`src/rtl/alu_vector_checker_sat_counter.sv`:
```
// Saturating up-counter with synchronous clear; sticks at all-ones.
module sat_counter #(
  parameter int W = 16
) (
  input  logic         clk,
  input  logic         rst_n,
  input  logic         clr,
  input  logic         inc,
  output logic [W-1:0] count
);

  always_ff @(posedge clk or negedge rst_n) begin
    if (!rst_n) begin
      count <= '0;
    end else if (clr) begin
      count <= '0;
    end else if (inc && (count != {W{1'b1}})) begin
      count <= count + W'(1);
    end
  end

endmodule

```
`config.mk`:
```
export PLATFORM = sky130hd
export DESIGN_NAME = sat_counter
export DESIGN_NICKNAME = d
export VERILOG_FILES = /design/src/rtl/alu_vector_checker_sat_counter.sv
export SDC_FILE = /design/constraint.sdc
export NUM_CORES = 1
export LEC_CHECK = 0
export ABC_AREA = 1
export BUFFER_PORTS_ARGS = -buffer_cell sky130_fd_sc_hd__buf_4
export CAP_MARGIN = 25
export CORE_MARGIN = 2
export CORE_UTILIZATION = 35
export DETAILED_ROUTE_END_ITERATION = 6
export PLACE_DENSITY = 0.6
export SETUP_SLACK_MARGIN = 0.15
export SYNTH_ARGS = -nofsm -noshare
export SYNTH_HDL_FRONTEND = slang
export SYNTH_SLANG_ARGS = --single-unit
```
`constraint.sdc`:
```
create_clock -name clk -period 2.34 [get_ports clk]
set_clock_uncertainty 0.1 [all_clocks]
set_input_delay 0.351 -clock clk [delete_from_list [all_inputs] [get_ports clk]]
set_output_delay 0.351 -clock clk [all_outputs]
set_load 0.03 [all_outputs]
```
* Word level (Yosys, flattened, before mapping)
Index checks and enable logic that the tools add are counted.
Cells by class: add/subtract/negate cells 1, reductions and logical operators 2, equal/unequal tests 1, muxes and demuxes 2
Operator list (number):
- 16-bit two-way mux | 2
- 16-bit by 1-bit adder with 16-bit output (second input constant) | 1
- 16-bit inequality test (second input constant) | 1
- 2-bit nonzero test | 1
- 1-bit logical AND | 1
Storage, ports and cells: input port bits 4, word-level logic and storage cells 7, output and inout bits 16, bits in registers 16

* Logic depth before layout (Yosys ltp)
depth after elaboration 4, gate-level depth with buffers 10, mapped depth without buffers 9

* Least setup slack after synthesis
No wires, ideal clock.
path type reg2reg, start point reg count[1], end point reg count[7], period minus slack after synthesis 1.799 ns, data required time 2.174 ns, buffers on the path 1, library setup time 0.066 ns, path slack 0.541 ns, data arrival time 1.633 ns, cell stages (with the launch flop) 11, cells stage by stage dfrtp_1 > ha_1 > nand2_2 > nor2_4 > nand2_4 > o21ai_4 > nand2_4 > inv_4 > buf_12 > nand2_1 > nand2_1
On the way: longest elaborated chain between the ends 3, elaborated cells between the ends (all ways) 6, those cells by class add/sub: 1; eq/ne: 1; mux: 2; reduce/logical: 2
Ends and longest elaborated chain:
- from (decl) | RTL line 9 | output logic [W-1:0] count
- from (signal assigned) | RTL line 18 | count <= count + W'(1);
- 16-bit by 1-bit adder with 16-bit output or 16-bit inequality test (tied branches) | RTL line 18, 17
- 16-bit two-way mux or 1-bit logical AND (tied branches) | RTL line 17 | end else if (inc && (count != {W{1'b1}})) begin
- 16-bit two-way mux or 2-bit nonzero test (tied branches)
Several ways; a longest one is shown, not always the timed one. The select of a mux whose other input is x is not followed. A chain may end at the register's enable or synchronous reset.

* Final worst setup path
start point reg count[1], end point reg count[8]
Same word-level chain as after synthesis.

==> impl_metrics.toml <==
[status]
status = "finished clean"

[clock_network]
cts_setup_buffers = 0
cts_buffers = 3
cts_tree = "built"
clockRootBuffer = "clkbuf_4"
h-tree-depth = 1
clock_sinks = 16
cts_buffer_depth = 2
clk_pin_slew_ps = 100
clk_latency_ps = 290

[timing]
worstMarginPinSlew_ps = 543
min_period_ps = 1840
rsz0062_at_grt = "false"
setup_viol = 0
fmax_mhz = 544
hold_viol_final = 0
maxSlewHeadroom = 0.638
period_share = 0.786
setup_tns_ps = 0
drv_slew = 0

[place]
place.gp.congestion = 0.833
numPortBuffers = 19
placed_area_sq_mm = 0.00119
place_hpwl_um = 1720

[floorplan]
start_util = 0.373
ios = 20
dieHeight_um = 58.4
dieWidth_um = 58.4
coreArea_sq_mm = 0.00278
die-area_sq_mm = 0.00342
rows = 19

[cells_and_area]
fillers = 279
drive_gt1_frac = 0.206
n_antenna_cell = 0
final_nets = 171
design_area_sq_mm = 0.00124
reg.largest.list = "count: 16 flops"
largest_reg_flops = 16
multi_input_area_sq_um = 559
area_growth_pct = 19.4
final-seq-area_sq_um = 400
largest-register = "count"

[job]
cap_violations = 0

[power_and_ir_drop]
p_sw_uw = 132
p_seq_frac = 0.543
p_comb_frac = 0.091
power_density_mw_per_mm2 = 421
ir_worst_vdd_uv = 277
p_int_uw = 389
static-leakage-power_nw = 0.631
swShare = 0.254
clock_power_share = 0.366

[synth]
synth_top_area_frac = 0.386
ys_seq_area_frac = 0.386
synth_area_per_cell_sq_um = 7.20
yosysWarnings = 0
syn_area_sq_mm = 0.00104
ys_top_cells_by_area = "dfrtp_1 (39%), nand2_1 (20%), nand3_1 (5.8%)"
synth_top_area_cell = "dfrtp_1"
syn_inst = 144
synth_cell_types = 23
synth-seq-cells = 16
synth_nets = 149

[routing]
viasPerCell = 4.97
post_drt_wl_per_cell_um = 11.9
first_pass_iters = 4
routed_wl_um = 2320
vias = 974
drt_iter0_markers = 23
drc_errors = 0
drt.antenna.violating_nets = 0

[setup_path]
critPathKind = "reg -> reg"
arrival_ps = 1970
start_kind = "flip-flop"
critPathMaxFanout = 13
worst_ep_required_time_ps = 2480
endpoint_kind = "flip-flop"

[grt]
antenna_found_initial = 0
grt_pass1_vias = 867
grt_max_degree = 17
grt_overflow = 0
grt_pass1_wl_um = 4090
grt_use_total = 0.156

[min_path]
hold_class = "in -> reg"
## power groups by stage
| stage | Combinational [mW] | Clock (mW) | Sequential [mW] |
|---|---|---|---|
| after floorplan | 0.0238 | 0 | 0.294 |
| after global placement | 0.0460 | 0 | 0.288 |
| after detailed placement | 0.0460 | 0 | 0.288 |
| after CTS | 0.0475 | 0.197 | 0.283 |
| after global routing | 0.0528 | 0.211 | 0.284 |
| final | 0.0474 | 0.191 | 0.283 |
## path summary, 6_finish.rpt
kind	depth (start not counted)	start	slack (ps)	to
worst max-delay path	8	count[1]	500	count[8]
worst min-delay path	4	clr	220	count[4]
worst max register to register	8	count[1]	500	count[8]
worst min register to register	2	count[14]	460	count[14]
max in group asynchronous	2	rst_n	1620	count[9]
min in group asynchronous	2	rst_n	340	count[3]
## placed cells by master (no fill, tap or decap), types with 3 or more instances in the layout
cell type  count
nor2_1        13
xor2_1         3
nand3_1       12
inv_1         11
buf_4         19
clkbuf_4       3
o21ai_0        4
nand4_1        9
dfrtp_1       16
nand2_1       55
## metrics by stage
| step | cells | util | hold slack, ps | power [mW] | setup WS (ps) |
|---|---|---|---|---|---|
| after floorplan | 144 | - | -44.6 | 0.318 | 541 |
| after CTS | 196 | 0.444 | 215 | 0.527 | 279 |
| after detailed placement | 191 | 0.428 | 125 | 0.334 | 302 |
| final | 196 | 0.445 | 220 | 0.521 | 501 |
| after global placement | 191 | 0.428 | 125 | 0.334 | 373 |
| after global routing | 196 | 0.445 | 239 | 0.547 | 354 |
## synth_stat cells
library cell,instances
inv_1,11
inv_2,1
nor2_4,2
ha_1,1
nand2_4,2
nand4_1,9
xor2_1,3
o21ai_4,1
o21ai_0,4
nor3_1,1
buf_2,1
nor2_1,14
buf_12,1
or2_2,1
nand3_1,12
nand2_1,55
dfrtp_1,16
a21oi_1,1
xnor2_1,2
inv_4,1
o21bai_1,2
nand2_2,2
buf_1,1
## critical path, cell delays in order (launching register included)
cell and delay [ps]:
dfrtp_1 440, ha_1 220, nand2_2 120, nor2_4 60
nand2_4 90, nor2_1 60, nor2_2 420, nand4_1 170
nand2_1 100
## kinds of logic (layout without fill, tap and decap cells)
logic type | Yosys count | in the layout | synth area share
AOI/OAI and AO/OA | 8 | 8 | 0.0543
xor gates and xnor gates | 5 | 5 | 0.0422
adders and majority gates | 1 | 1 | 0.0121
buffers and inverters | 16 | 37 | 0.0772
DFF | 16 | 16 | 0.386
and+or+nand+nor | 98 | 98 | 0.428
## routing by layer
layer,track usage,routed length (um),vias up
met2,0.230,1070,21
met5,0,0,-
met1,0.219,1140,445
met3,0.0220,79,5
li1,-,-,503
met4,0.0831,41,0
## timing repair
| item | in CTS | in global routing |
|---|---|---|
| hold buffers | 1 | 0 |
| hold endpoints to repair | 16 | 0 |
| endpoints found under the setup margin | 0 | 13 |
| gates resized for setup | 0 | 1 |
## final cells by class
cell class	count	area share
multi-input combinational	112	0.452
inverter	13	0.0414
sequential	16	0.323
timing repair buffer	20	0.123
tap	31	0.0313
clock buffer	4	0.0293
Note: power is estimated with default switching activity, not from simulation.
